File: src/rtl/imem_arb_pkg.sv
// Shared types, default sizes and the debug address-check predicate for imem_arbiter.
package imem_arb_pkg;

  typedef enum logic [1:0] {
    RSP_NONE  = 2'd0,
    RSP_FETCH = 2'd1,
    RSP_DEBUG = 2'd2
  } rsp_owner_e;

  localparam int DEF_ADDR_W      = 32;
  localparam int DEF_DATA_W      = 32;
  localparam int DEF_DEPTH_BYTES = 131072;
  localparam int DEF_MAX_DBG_RUN = 4;

  // A debug access is legal only when word-aligned and inside the memory.
  function automatic logic dbg_addr_ok(input logic [63:0] addr, input logic [63:0] depth_bytes);
    return (addr[1:0] == 2'b00) && (addr < depth_bytes);
  endfunction

endpackage

File: src/rtl/imem_arb_starve_ctr.sv
// Counts consecutive debug grants while fetch waits; raises force_fetch at the limit.
module imem_arb_starve_ctr
  import imem_arb_pkg::*;
#(
  parameter int MAX_DBG_RUN = DEF_MAX_DBG_RUN
) (
  input  logic clock,
  input  logic reset,
  input  logic f_valid,
  input  logic f_grant,
  input  logic d_grant,
  output logic force_fetch
);

  localparam int CNT_W = $clog2(MAX_DBG_RUN + 1);
  localparam logic [CNT_W-1:0] CNT_MAX = CNT_W'(MAX_DBG_RUN);

  logic [CNT_W-1:0] cnt_r;

  // Starve counter: cleared when fetch is served or absent, saturates at the limit.
  always_ff @(posedge clock or posedge reset) begin
    if (reset) begin
      cnt_r <= '0;
    end else if (!f_valid || f_grant) begin
      cnt_r <= '0;
    end else if (d_grant && (cnt_r != CNT_MAX)) begin
      cnt_r <= cnt_r + CNT_W'(1);
    end else begin
      cnt_r <= cnt_r;
    end
  end

  assign force_fetch = f_valid && (cnt_r == CNT_MAX);

endmodule

File: src/rtl/imem_arbiter.sv
// Arbitrates a single-port instruction memory between fetch and debug/loader ports.
// Optional statistics counters are enabled with `define IMEM_ARB_STATS_EN.
module imem_arbiter
  import imem_arb_pkg::*;
#(
  parameter int ADDR_W      = DEF_ADDR_W,
  parameter int DATA_W      = DEF_DATA_W,
  parameter int DEPTH_BYTES = DEF_DEPTH_BYTES,
  parameter int MAX_DBG_RUN = DEF_MAX_DBG_RUN,
  localparam int INDEX_W    = $clog2(DEPTH_BYTES) - 2
) (
  input  logic               clock,
  input  logic               reset,
  input  logic               f_req_valid,
  output logic               f_req_ready,
  input  logic [ADDR_W-1:0]  f_req_addr,
  output logic               f_rsp_valid,
  output logic [DATA_W-1:0]  f_rsp_data,
  input  logic               d_req_valid,
  output logic               d_req_ready,
  input  logic [ADDR_W-1:0]  d_req_addr,
  input  logic               d_req_we,
  input  logic [DATA_W-1:0]  d_req_wdata,
  output logic               d_rsp_valid,
  output logic [DATA_W-1:0]  d_rsp_data,
  output logic               d_rsp_err,
  output logic               mem_en,
  output logic               mem_we,
  output logic [INDEX_W-1:0] mem_addr,
  output logic [DATA_W-1:0]  mem_wdata,
  input  logic [DATA_W-1:0]  mem_rdata
`ifdef IMEM_ARB_STATS_EN
  ,
  output logic [31:0]        stat_fetch_stall,
  output logic [31:0]        stat_dbg_grants
`endif
);

  rsp_owner_e owner_r, owner_n_s;
  logic       err_r, rd_r;
  logic       f_grant_s, d_grant_s, d_ok_s, force_fetch_s;
  logic       unused_s;

  // Fetch ignores byte-lane and above-memory address bits (wraps).
  assign unused_s = ^{f_req_addr[ADDR_W-1:INDEX_W+2], f_req_addr[1:0]};
  assign d_ok_s   = dbg_addr_ok(64'(d_req_addr), 64'(DEPTH_BYTES));

  imem_arb_starve_ctr #(.MAX_DBG_RUN(MAX_DBG_RUN)) u_starve (
    .clock       (clock),
    .reset       (reset),
    .f_valid     (f_req_valid),
    .f_grant     (f_grant_s),
    .d_grant     (d_grant_s),
    .force_fetch (force_fetch_s)
  );

  // Grant selection; reset suppresses every grant immediately.
  always_comb begin
    f_grant_s = 1'b0;
    d_grant_s = 1'b0;
    if (reset) begin
      f_grant_s = 1'b0;
      d_grant_s = 1'b0;
    end else if (d_req_valid && !force_fetch_s) begin
      d_grant_s = 1'b1;
    end else if (f_req_valid) begin
      f_grant_s = 1'b1;
    end else begin
      f_grant_s = 1'b0;
      d_grant_s = 1'b0;
    end
  end

  assign f_req_ready = f_grant_s;
  assign d_req_ready = d_grant_s;

  // Memory pin drive for the granted requester.
  always_comb begin
    mem_en    = 1'b0;
    mem_we    = 1'b0;
    mem_addr  = '0;
    mem_wdata = '0;
    if (f_grant_s) begin
      mem_en   = 1'b1;
      mem_addr = f_req_addr[INDEX_W+1:2];
    end else if (d_grant_s && d_ok_s) begin
      mem_en    = 1'b1;
      mem_we    = d_req_we;
      mem_addr  = d_req_addr[INDEX_W+1:2];
      mem_wdata = d_req_we ? d_req_wdata : '0;
    end else begin
      mem_en = 1'b0;
    end
  end

  // Response owner follows this cycle's grant.
  always_comb begin
    owner_n_s = RSP_NONE;
    if (f_grant_s) begin
      owner_n_s = RSP_FETCH;
    end else if (d_grant_s) begin
      owner_n_s = RSP_DEBUG;
    end else begin
      owner_n_s = RSP_NONE;
    end
  end

  // Response state register plus debug error/read flags.
  always_ff @(posedge clock or posedge reset) begin
    if (reset) begin
      owner_r <= RSP_NONE;
      err_r   <= 1'b0;
      rd_r    <= 1'b0;
    end else begin
      owner_r <= owner_n_s;
      err_r   <= d_grant_s && !d_ok_s;
      rd_r    <= d_grant_s && d_ok_s && !d_req_we;
    end
  end

  // Response outputs decoded from the registered owner.
  always_comb begin
    f_rsp_valid = 1'b0;
    f_rsp_data  = '0;
    d_rsp_valid = 1'b0;
    d_rsp_data  = '0;
    d_rsp_err   = 1'b0;
    case (owner_r)
      RSP_FETCH: begin
        f_rsp_valid = 1'b1;
        f_rsp_data  = mem_rdata;
      end
      RSP_DEBUG: begin
        d_rsp_valid = 1'b1;
        d_rsp_data  = rd_r ? mem_rdata : '0;
        d_rsp_err   = err_r;
      end
      default: begin
        f_rsp_valid = 1'b0;
        d_rsp_valid = 1'b0;
      end
    endcase
  end

`ifdef IMEM_ARB_STATS_EN
  // Saturating stall and debug-grant counters.
  always_ff @(posedge clock or posedge reset) begin
    if (reset) begin
      stat_fetch_stall <= 32'd0;
      stat_dbg_grants  <= 32'd0;
    end else begin
      if (f_req_valid && !f_req_ready && (stat_fetch_stall != 32'hFFFF_FFFF)) begin
        stat_fetch_stall <= stat_fetch_stall + 32'd1;
      end else begin
        stat_fetch_stall <= stat_fetch_stall;
      end
      if (d_grant_s && (stat_dbg_grants != 32'hFFFF_FFFF)) begin
        stat_dbg_grants <= stat_dbg_grants + 32'd1;
      end else begin
        stat_dbg_grants <= stat_dbg_grants;
      end
    end
  end
`endif

endmodule

File: config.mk
export PLATFORM = sky130hd
export DESIGN_NAME = imem_arbiter
export DESIGN_NICKNAME = d
export VERILOG_FILES = /design/src/rtl/imem_arb_pkg.sv /design/src/rtl/imem_arb_starve_ctr.sv /design/src/rtl/imem_arbiter.sv
export SDC_FILE = /design/constraint.sdc
export NUM_CORES = 1
export LEC_CHECK = 0
export ABC_AREA = 1
export CORE_AREA = 2 2 98 100
export CTS_CLUSTER_DIAMETER = 150
export CTS_CLUSTER_SIZE = 12
export DETAILED_ROUTE_END_ITERATION = 8
export DIE_AREA = 0 0 100 102
export SLEW_MARGIN = 25
export SYNTH_ARGS = -nofsm -noshare
export SYNTH_HDL_FRONTEND = slang
export SYNTH_SLANG_ARGS = --single-unit
File: constraint.sdc
create_clock -name clock -period 1.91 [get_ports clock]
set_input_delay 0.382 -clock clock [delete_from_list [all_inputs] [get_ports clock]]
set_output_delay 0.382 -clock clock [all_outputs]
set_load 0.03 [all_outputs]
# After elaboration in Yosys (flattened, before gate mapping)
# Cells that the tools add are included.
[totals]
word_cells = 48
input_bits = 133
register_bits = 7
output_inout_bits = 118
[classes]
n_eq_ne = 4
addsub = 1
mux = 24
n_reduce_logical = 14
magnitude_cmp = 1
[op_table]
columns = ["cell", "count"]
rows = [
  ["2-to-1 mux 32 bit", 6],
  ["less-than comparator 32 x 18 -> 1 bit (second input constant)", 1],
  ["2-to-1 mux 15 bit", 2],
  ["2-to-1 mux 1 bit", 12],
  ["logical AND 1 bit", 7],
  ["2-to-1 mux 3 bit", 2],
  ["zero test 1 bit", 4],
  ["2-to-1 mux 2 bit", 2],
  ["adder 3 x 1 -> 3 bit (second input constant)", 1],
  ["== test 3 bit (second input constant)", 1],
  ["!= test 3 bit (second input constant)", 1],
  ["== test 2 x 1 -> 1 bit (second input constant)", 1],
  ["== test 2 bit (second input constant)", 1],
  ["zero test 2 bit", 1],
  ["nonzero test 2 bit", 1],
  ["logical OR 1 bit", 1],
]

# Depth between registers and ports, before layout
[logic_depth]
ltp_word = 9
depth_mapped = 10
mapped_depth_nobuf = 9

# By module
# A second synthesis with hierarchy kept.
[unflattened]
cells_unflattened = 294
area_unflattened_um2 = 1452.6
[by_module_without_submodules]
columns = ["mod", "area_each_um2", "cells_each", "seq_area_each_um2", "n_inst"]
rows = [
  ["imem_arbiter", 1229.9, 262, 100.1, 1],
  ["imem_arb_starve_ctr", 222.7, 32, 75.1, 1],
]

# Least setup slack after synthesis
# No wires, ideal clock.
[synth_timing]
path_kind = "reg-to-output"
startpoint = "register owner_r[1]"
endpoint = "output f_rsp_data[10]"
required_time_ns = 1.528
arrival_time_ns = 1.638
setup_slack_ns = -0.110
path_stages_with_launch = 5
path_buffers = 1
path_cell_list = "dfrtp_1 nor2_1 inv_1 clkbuf_1 nor2_1"
[synth_via]
elab_chain_cells = 2
[synth_rtl]
columns = ["element", "line", "source"]
rows = [
  ["start, declared", "imem_arbiter.sv:39", "rsp_owner_e owner_r, owner_n_s;"],
  ["start signal, assigned", "imem_arbiter.sv:115", "owner_r <= owner_n_s;"],
  ["== test 2 x 1 -> 1 bit", "imem_arbiter.sv:128", "case (owner_r)"],
  ["2-to-1 mux 32 bit", "imem_arbiter.sv:128", ""],
  ["end, declared", "imem_arbiter.sv:18", "output logic [DATA_W-1:0] f_rsp_data,"],
]
# Every way passes these cells.

# Worst setup path after layout
[layout_timing]
startpoint = "register u_starve.cnt_r[1]"
endpoint = "output mem_wdata[28]"
[layout_via]
elab_chain_cells = 9
elab_cells_between_ends = 11
cone_classes = "eq/ne (1); mux (6); reduce/logical (4)"
[layout_rtl]
columns = ["element", "line", "source"]
rows = [
  ["start, declared", "imem_arb_starve_ctr.sv:18", "logic [CNT_W-1:0] cnt_r;"],
  ["start signal, assigned", "imem_arb_starve_ctr.sv:27", "cnt_r <= cnt_r + CNT_W'(1);"],
  ["start signal, assigned", "imem_arb_starve_ctr.sv:29", "cnt_r <= cnt_r;"],
  ["== test 3 bit *", "imem_arb_starve_ctr.sv:33", "assign force_fetch = f_valid && (cnt_r == CNT_MAX);"],
  ["logical AND 1 bit *", "imem_arb_starve_ctr.sv:33", ""],
  ["zero test 1 bit *", "imem_arbiter.sv:64", "end else if (d_req_valid && !force_fetch_s) begin"],
  ["logical AND 1 bit *", "imem_arbiter.sv:64", ""],
  ["2-to-1 mux 1 bit", "imem_arbiter.sv:64", ""],
  ["2-to-1 mux 1 bit", "imem_arbiter.sv:61", "if (reset) begin"],
  ["logical AND 1 bit", "imem_arbiter.sv:86", "end else if (d_grant_s && d_ok_s) begin"],
  ["2-to-1 mux 32 bit", "imem_arbiter.sv:86", ""],
  ["2-to-1 mux 32 bit *", "imem_arbiter.sv:83", "if (f_grant_s) begin"],
  ["end, declared", "imem_arbiter.sv:30", "output logic [DATA_W-1:0] mem_wdata,"],
]
# Mark *: on every way between the ends. The rest lies on a longest branch, timed or not.

==> impl_results.md <==
- Outcome: finished, violations left
- Failing checks: setup timing
- Core area: 9109 um^2
- Worst setup EP type: output pin
- Clock Latency Late Sink: 0.23 ns
- Drt drc: 0
- TritonCTS buffer count: 3
- Multi-input gate area: 1226 um^2
- Port Buf Inserts: 233
- Final hold vios: 0
- Synth area leader: nor2_1
- Die Height: 102 um
- Vias per Instance: 3.970
- Max Cap Viol: 0
- Mapped Area: 1389 um^2
- Mapped Cells: 284
- Layout Skew: 0.005936 ns
- Total Wirelength: 8.230 mm
- Final Power: 942.3 uW
- Die Area: 10200 um^2
- Post-layout min period: 2.163 ns
- Ratio of cells with drive above 1 in the final layout: 46.44%
- Critical Path, Cell by Cell: inv_2, ha_4, nand3_4, nand2_4, nand2_4, nand2_2, inv_2, nand3_4, buf_6, buf_16, nor2_4, buf_6
- DR pass1 iterations: 4
- CTS sink count: 7
- Bufs on Longest Clock Path: 2
- Worst EP arrival: 1.78 ns
- FF+latch count, synth: 7
- Slew margin rel.: 77.26%
- Crit-path slowest cell: dfrtp_1
- Largest net degree at the start of global routing: 33
- Pins Over Slew Limit: 0
- Critical path type: reg -> out
- Share of the synthesized area in the top cell type: 22.43%
- Gr usage total: 13.89%
- Syn Area/Cell: 4.890 um^2
- CP peak stage delay: 0.36 ns
- Largest cells by area after synthesis: nor2_1, inv_1, nor2_2
- Worst slew pin tran: 0.3405 ns
- FF+latch area: 175.2 um^2
- Area grow syn2layout: 232.4%
- Fmax: 462.4 MHz
- HP Class: in -> async
- Clock root buffer: clkbuf_8
- Die width: 100 um
- Final GP Congestion: 0.7317
- First-pass GRT wire length: 11.38 mm
- Sequential area share after synthesis: 12.61%
- Routed Antenna Nets: 0
- Cell area after placement: 3666 um^2
- Antenna violations before repair: 1
- Final instance area: 4617 um^2
- GR Util met3: 3.899%
- Max FO, Critical Path: 8
- Initial DRC Count: 43
- Tcrit/Tclk final: 113.2%
- Clk pin slew, worst setup/hold paths: 0.04 ns
- IR drop worst, VDD: 0.1106 mV
- CP Data Required Time: 1.53 ns
- Initial Util: 15.25%
- Leak: 0.002462 uW
- Met2 Resource Use GR: 28.22%
- Startpoint types: flop
- Synth cell types: 18
- CTS tree: done
- Hold_buf cts: 0
- Hold slack: 0.4859 ns
- Site Rows: 35
- Ports: 251
- Met1 usage: 13.60%
- Via count: 2616
- Fillers: 865
- Pwr dens: 204.1 nW/um^2
- Vias in the first global route: 2445
- Ys Warns: 0
- Final #Nets: 683
- Setup ws final: -0.2527 ns
- Busiest grt layer: met2
- Unrepaired setup endpoints after global routing: yes
- Final setup viols: 51
- Dpl hpwl: 5.996 mm
- Global route overflow: 0
- Wire per inst: 12.49 um
- H-tree depth: 1
- Util after Layout: 50.69%
- Syn Nets: 419
## cells by family (layout without fill, tap and decap cells)
logic type | after synthesis | in the layout | synth area share, %
fa+ha+maj | 2 | 2 | 1.802
flops | 7 | 7 | 12.61
simple gates | 180 | 180 | 57.39
buf+inv | 90 | 353 | 26.31
other cells | 0 | 1 | 0
compound gates | 5 | 5 | 1.892
## area by class of cell
| type | instances | share of cell area, % |
|---|---|---|
| inverter | 77 | 6.477 |
| tap | 111 | 3.008 |
| clock buffer | 4 | 0.9756 |
| timing repair buffer | 272 | 59.13 |
| multi-input combinational | 187 | 26.56 |
| sequential | 7 | 3.794 |
| antenna | 1 | 0.05420 |
## critical path, delay by kind of cell, from the launching register on
family,cells,cell delay [ns]
buffers and inverters,5,0.55
AND/OR/NAND/NOR,6,0.45
flip-flops,1,0.36
adder cells (fa/ha/maj),1,0.16
## cell usage in the layout, fill, tap and decap left out, types with 2 or more instances in the layout
cell type / n
buf_12: 5
buf_16: 2
buf_4: 84
buf_6: 55
buf_8: 2
clkbuf_16: 5
clkbuf_2: 11
clkbuf_8: 3
clkdlybuf4s15_1: 2
clkdlybuf4s50_1: 96
dfrtp_1: 7
dlygate4sd2_1: 3
dlymetal6s2s_1: 6
inv_1: 71
inv_2: 4
nand2_1: 22
nand2_2: 18
nand2_4: 6
nand3_1: 4
nand3_2: 12
nand3_4: 3
nor2_1: 73
nor2_2: 6
nor2_4: 34
o21ai_0: 3
## state kept, by name, indices dropped and copies added, names as in the netlist
signal and flops:
u_starve.cnt_r 3, err_r 1, owner_r 2, rd_r 1
## through the flow
step	worst slack (ns)	std cells	setup TNS [ns]
after floorplan	-0.03987	284	-1.249
after global placement	-0.4034	632	-18.50
after detailed placement	-0.4352	632	-20.19
after CTS	-0.2540	646	-10.56
after global routing	-0.3364	658	-13.91
final	-0.2527	659	-9.871
## cells in the mapped netlist
library cell,instances
a21oi_1,1
a31oi_1,1
buf_2,4
buf_6,3
clkbuf_1,6
dfrtp_1,7
ha_1,2
inv_1,74
inv_2,3
nand2_1,46
nand3_1,18
nand3_4,1
nand4_1,1
nor2_1,83
nor2_2,29
nor2_4,1
o21ai_0,3
or2_1,1
## metal layers
metal  routed length [um]  up-vias
li1                     -     1324
met1                 2816     1147
met2                 4557      135
met3                  724       10
met4                  131        0
met5                    0        -
## power by group
group	switching (uW)	total, uW	leakage [uW]	internal (uW)
Sequential	3.94	160	0.0000938	156
Clock	71.3	216	0.0000228	145
Combinational	240	566	0.00235	326
Total	315	942	0.00246	627
## what timing repair did
item	CTS	global route
pin swaps	13	46
buffers inserted	6	10
setup endpoints to repair	51	72
gates resized for setup	116	100
cloned	4	5
## path summary, 6_finish.rpt
| path | from | to | slack [ns] | depth (start not counted) |
|---|---|---|---|---|
| setup / recovery | u_starve.cnt_r[1] | mem_wdata[28] | -0.25 | 12 |
| hold / removal | reset | u_starve.cnt_r[1] | 0.49 | 4 |
| setup reg to reg | u_starve.cnt_r[1] | rd_r | 0.33 | 10 |
| hold reg to reg | u_starve.cnt_r[2] | u_starve.cnt_r[2] | 0.61 | 2 |
| max in group asynchronous | reset | owner_r[0] | 1.29 | 4 |
| min in group clock | d_req_addr[26] | err_r | 0.53 | 5 |
Note: power is estimated with default switching activity, not from simulation.
==> edit 1 (same flow settings) <==
Change the package constant `DEF_MAX_DBG_RUN` from 4 to 16.
--- a/src/rtl/imem_arb_pkg.sv
+++ b/src/rtl/imem_arb_pkg.sv
@@ -12,3 +12,3 @@
   localparam int DEF_DEPTH_BYTES = 131072;
-  localparam int DEF_MAX_DBG_RUN = 4;
+  localparam int DEF_MAX_DBG_RUN = 16;
 
Function: changed (a bounded check fails within 10 cycles, from zero or initial values and one cycle with reset high).
==> edit 1 against the original RTL <==
The run still ends with negative setup slack left; total power is 3.9% higher; combinational power decreased by 2%; die area is the same; setup slack worse by 0.053 ns; cell area decreased by 0.57%; area after synthesis up 21%; sequential cell count is 2 higher; wire length is 5.3% lower; critical path type unchanged; critical endpoint is now mem_wdata[14].
==> edit 1: results (changes against the original RTL) <==
metric,value,unit,change
layout.nonclk_buf_share,58.8,%,-0.32 points
avgViaCountPerCell,3.96,,-0.18%
synth_fa_ha_area_share,1.49,%,-0.31 points
synth.top_cells.by_area,"nor2_4 20%, inv_1 17%, nor2_1 17%",,
detailroute.via_count,2651,,+1.3%
grt_pass1_vias,2497,,+2.1%
route.detailed.wl_per_inst,11.6,um,-6.8%
num-multi-input-gates,192,,+2.7%
timing.clock.skew,0.00293,ns,-0.00301 ns
placement_stage_worst_setup_slack,-0.459,ns,-0.0240 ns
met3_usage,3.08,%,-0.82 points
buffers,274,,+0.74%
yosys-top-cells-count,"77 x inv_1, 77 x nor2_1, 57 x nand2_1",,
post_synth.cell_area_avg,5.80,um^2,+19%
dpl.hpwl,6170,um,+3.0%
net_switching_fraction_of_the_power,31.3,%,-2.1 points
clock_tree.htree_level_count,1,,unchanged
post_route_cells_drive_above_1_share,41.0,%,-5.4 points
failing_checks,negative setup slack,,
final-setup-viol-count,50,,-2.0%
antenna_cells,0,,-1
r2r_setup_slack,0.11,ns,-0.22 ns
synth_sequential_area_ratio,13.4,%,+0.77 points
layout.clock.cell_area_share,0.981,%,+0.0056 points
detailedRoute.firstIterationViolations,25,,-42%
globalRouteMet2Util,30.0,%,+1.8 points
mappedNetlistNets,425,,+1.4%
tns,-12.86,ns,-2.99 ns
grt_use_total,13.7,%,-0.24 points
reg2reg_launch_point,u_starve.cnt_r[0]$_DFFE_PP0P_,,
p_leak,2.45,nW,-0.40%
synth_xor_xnor_area_share,1.56,%,+1.6 points
power.sequential.fraction,20.6,%,+3.7 points
numPlacedInstances,647,,+2.4%
fin_worst_hold_slack,0.594,ns,+0.109 ns
slew_headroom,78.0,%,+0.73 points
power.switching,0.307,mW,-2.7%
ys_seq_elements,9,,+2
gp_congestion,0.757,,+3.5%
final.fill_count,897,,+3.7%
finish.net_count,694,,+1.6%
yosysWarnings,0,,unchanged
sequential_cell_area,225,um^2,+29%
synthDistinctLibCells,22,,+4
flow.area_growth_from_synthesis,173,%,
number_of_antenna_violations_at_the_first_check_in_global_routing,0,,-1
synth-compound-area-share,2.16,%,+0.26 points
status,"complete, but fails checks",,
worst_r2r_endpoint,u_starve.cnt_r[0]$_DFFE_PP0P_,,
io_buffers,233,,unchanged
first_pass_grt_wire_length,11200,um,-1.7%
setup_slack,-0.305,ns,-0.0526 ns
max-vdd-ir-drop,0.000181,V,+64%
non_clock_inverter_count,79,,+2.6%
multi_input_area_share,25.8,%,-0.80 points
layout_top_registers,"u_starve.cnt_r x5, owner_r x2",,
grt_use_met1,11.9,%,-1.7 points
clock_net_power,0.220,mW,+2%
-- edit 1: cell types whose count changed after synthesis, moves of 4 or more --
cell     before  now
nand3_1      18    7
buf_2         4    0
nor2_1       83   77
nor2_4        1   30
nor2_2       29    2
nand2_1      46   57
-- edit 1: worst max-delay path by stage --
stage / start / end / slack [ns] / cells past startpoint
finish: u_starve.cnt_r[0]$_DFFE_PP0P_ / mem_wdata[14] / -0.31 / 11
global route: u_starve.cnt_r[0]$_DFFE_PP0P_ / mem_wdata[14] / -0.41 / 11
CTS: u_starve.cnt_r[0]$_DFFE_PP0P_ / mem_wdata[14] / -0.35 / 11
detailed placement: f_req_valid / mem_wdata[19] / -0.46 / 8
global placement: d_req_addr[1] / mem_wdata[13] / -0.43 / 9
floorplan: u_starve.cnt_r[0]$_DFFE_PP0P_ / mem_wdata[0] / -0.05 / 9
-- edit 1: repair_timing --
item	4_1_cts	5_1_grt
setup endpoints to repair	52	56
pin swaps	21	14
hold endpoints to repair	0	0
buffers inserted	14	8
gates resized for setup	59	48
gates cloned	1	0
-- edit 1: routing by layer --
metal,up-vias,wire length [um]
met5,-,0
met4,0,132
li1,1337,-
met3,10,804
met1,1158,2390
met2,146,4460
-- edit 1: cell families (layout without fill, tap and decap cells) --
group | Yosys count | count (layout)
AO/OA/AOI/OAI | 6 | 6
XOR/XNOR | 3 | 3
adder cells (fa/ha/maj) | 2 | 2
buffers and inverters | 90 | 357
flip-flops | 9 | 9
AND/OR/NAND/NOR | 180 | 181
-- edit 1: worst max-delay path: stages, from the launching register on --
cell and delay, ns:
dfrtp_1 0.37, inv_2 0.07, ha_4 0.16, nand2_2 0.05, inv_2 0.04, nand3_4 0.07, nand2_4 0.06, a21boi_4 0.25
nand2_8 0.11, buf_12 0.17, nor2_4 0.10, buf_12 0.12
==> edit 2 (config.mk and constraints unchanged) <==
Made on the original files. The 3 values of `rsp_owner_e` get a one-hot encoding in 3 bits.
--- a/src/rtl/imem_arb_pkg.sv
+++ b/src/rtl/imem_arb_pkg.sv
@@ -3,6 +3,6 @@
 
-  typedef enum logic [1:0] {
-    RSP_NONE  = 2'd0,
-    RSP_FETCH = 2'd1,
-    RSP_DEBUG = 2'd2
+  typedef enum logic [2:0] {
+    RSP_NONE  = 3'b001,
+    RSP_FETCH = 3'b010,
+    RSP_DEBUG = 3'b100
   } rsp_owner_e;
Function: no difference found for any inputs over 10 cycles, from zero or initial values and one cycle with reset high; not proved beyond that.
==> edit 2 against the original RTL <==
The flow still finishes with violations (negative setup slack); critical path depth is 3 lower; sequential cell count grew 1; wire length decreased by 3.5%; die area is the same; combinational power decreased by 8.1%; global-route usage fell by 0.066 points; area after synthesis is 16% higher; total power decreased by 1.8%; setup slack worse by 0.026 ns; cell area rose by 0.11%; core utilization is 0.055 points higher; sequential power grew 17%.
==> edit 2: results (changes against the original RTL) <==
metric,value,unit,change
worstSetupEndpoint,mem_wdata[28],,
post_route_cells_drive_above_1_share,50.9,%,+4.5 points
reg2reg_launch_point,u_starve.cnt_r[0]$_DFFE_PP0P_,,
critical_path.top_delay_family,buffers and inverters,,
number_of_antenna_violations_at_the_first_check_in_global_routing,0,,-1
setup_slack,-0.279,ns,-0.0260 ns
max-vdd-ir-drop,0.000183,V,+65%
ys_async_sr_fraction,100,%,unchanged
worstSkewPairLatency,0.23,ns,about the same
r2r_setup_slack,0.28,ns,-0.05 ns
p_leak,2.36,nW,-4.3%
avgViaCountPerCell,4.00,,+0.84%
count_of_placed_standard_cells_in_the_final_layout_fillers_left_out,649,,-1.5%
critical-path-max-stage-delay,0.50,ns,+0.14 ns
status,"complete, but fails checks",,
clock_tree.htree_level_count,1,,unchanged
worst_setup_hold_path_clk_slew,0.05,ns,
worst-r2r-cell-count,12,,+2
cp.arrival,1.81,ns,+0.03 ns
synthDistinctLibCells,23,,+5
first_pass_grt_wire_length,11500,um,+0.67%
tightest_slew,0.355,ns,+0.0145 ns
numPlacedInstances,633,,+0.16%
critPathLaunchType,input pin,,
dpl.hpwl,6250,um,+4.2%
totalWireLength,7940,um,-3.5%
mappedNetlistNets,422,,+0.72%
layout_top_registers,"owner_r x3, u_starve.cnt_r x3",,
dominantRegCellSynth,dfrtp_1,,
synth.top_cells.by_area,"nor2_4 20%, nor2_1 19%, inv_1 17%",,
tritoncts.num_buffers,3,,unchanged
yosys-top-cells-count,"81 x nor2_1, 74 x inv_1, 49 x nand2_1",,
grt_max_degree,33,,unchanged
timing.critical_path.slowest_stage_cell,clkdlybuf4s50_1,,
cts_max_path_buffers,2,,unchanged
detailedRoute.firstIterationViolations,39,,-9.3%
synth_sequential_area_ratio,12.5,%,-0.12 points
root_buffer,clkbuf_8,,
clock_tree_from_tritoncts,yes,,
grt_pass1_vias,2434,,-0.45%
hold_class,in2reg,,
yosysWarnings,0,,unchanged
io_buffers,233,,unchanged
timing.clock.skew,0.00510,ns,-0.000834 ns
post_synth.cell_area_avg,5.62,um^2,+15%
antenna_cells,0,,-1
gp_congestion,0.743,,+1.5%
finish.net_count,674,,-1.3%
startpoint,reset,,
final-setup-viol-count,51,,unchanged
drt_first_pass_iters,4,,unchanged
failing_checks,negative setup slack,,
worst_r2r_endpoint,u_starve.cnt_r[1]$_DFFE_PP0P_,,
grt_use_total,13.8,%,-0.066 points
crit_path_max_fanout,7,,-1
[edit 2: what timing repair did]
action | in CTS | in global routing
gates cloned | 4 | 1
gates resized for setup | 66 | 49
setup endpoints to repair | 53 | 78
pin swaps | 10 | 14
buffers inserted | 7 | 3
[edit 2: routing by layer]
metal | wire length [um] | track usage [%] | vias up | part of all wire (%)
met5 | 0 | 0 | - | 0
met4 | 201 | 6.64 | 0 | 2.5
met3 | 551 | 1.98 | 12 | 6.9
met2 | 4540 | 27.5 | 116 | 57
met1 | 2650 | 14.1 | 1168 | 33
li1 | - | - | 1302 | -
[edit 2: where the power goes]
part / leakage [nW] / internal, mW / total (mW) / switching [mW]
Clock: 0.0228 / 0.145 / 0.217 / 0.0723
Combinational: 2.23 / 0.303 / 0.520 / 0.217
Sequential: 0.104 / 0.180 / 0.188 / 0.00772
Total: 2.36 / 0.628 / 0.925 / 0.297
[edit 2: how the worst min path moves through the flow]
| stage | from | end | slack, ns | depth (start not counted) |
|---|---|---|---|---|
| floorplan | reset | err_r$_DFF_PP0_ | 0.20 | 1 |
| global placement | u_starve.cnt_r[0]$_DFFE_PP0P_ | u_starve.cnt_r[0]$_DFFE_PP0P_ | 0.54 | 3 |
| detailed placement | u_starve.cnt_r[0]$_DFFE_PP0P_ | u_starve.cnt_r[0]$_DFFE_PP0P_ | 0.56 | 3 |
| CTS | u_starve.cnt_r[0]$_DFFE_PP0P_ | u_starve.cnt_r[0]$_DFFE_PP0P_ | 0.56 | 3 |
| global route | d_req_valid | owner_r[2]$_DFF_PP0_ | 0.58 | 4 |
| finish | d_req_valid | owner_r[2]$_DFF_PP0_ | 0.57 | 4 |
[edit 2: stage by stage]
step / setup slack [ns] / instance area, um^2 / hold WS (ns) / TNS (ns) / power (mW)
2_1_floorplan: -0.0339 / 1810 / 0.197 / -0.102 / 0.363
3_3_place_gp: -0.420 / 4160 / 0.542 / -19.25 / 0.668
3_5_place_dp: -0.410 / 4160 / 0.555 / -18.58 / 0.674
4_1_cts: -0.333 / 4490 / 0.563 / -13.02 / 0.915
5_1_grt: -0.353 / 4620 / 0.583 / -15.58 / 0.982
6_report: -0.279 / 4620 / 0.566 / -11.57 / 0.925
[edit 2: final cells by class]
type / instances / area [um^2]
repair buffers: 260 / 2640
flip-flops and latches: 8 / 201
clock buffers: 4 / 45.0
fillers: 879 / 4490
inverters: 76 / 293
well taps: 111 / 139
multi-input cells: 190 / 1310
[edit 2: logic make-up (layout without fill, tap and decap cells)]
kind of cell / Yosys count / in the layout / share of synthesized area [%]
simple gates: 185 / 185 / 60.7
buf+inv: 89 / 340 / 24.1
flops: 8 / 8 / 12.5
fa+ha+maj: 2 / 2 / 1.55
compound gates: 2 / 2 / 0.620
xor+xnor: 1 / 1 / 0.543
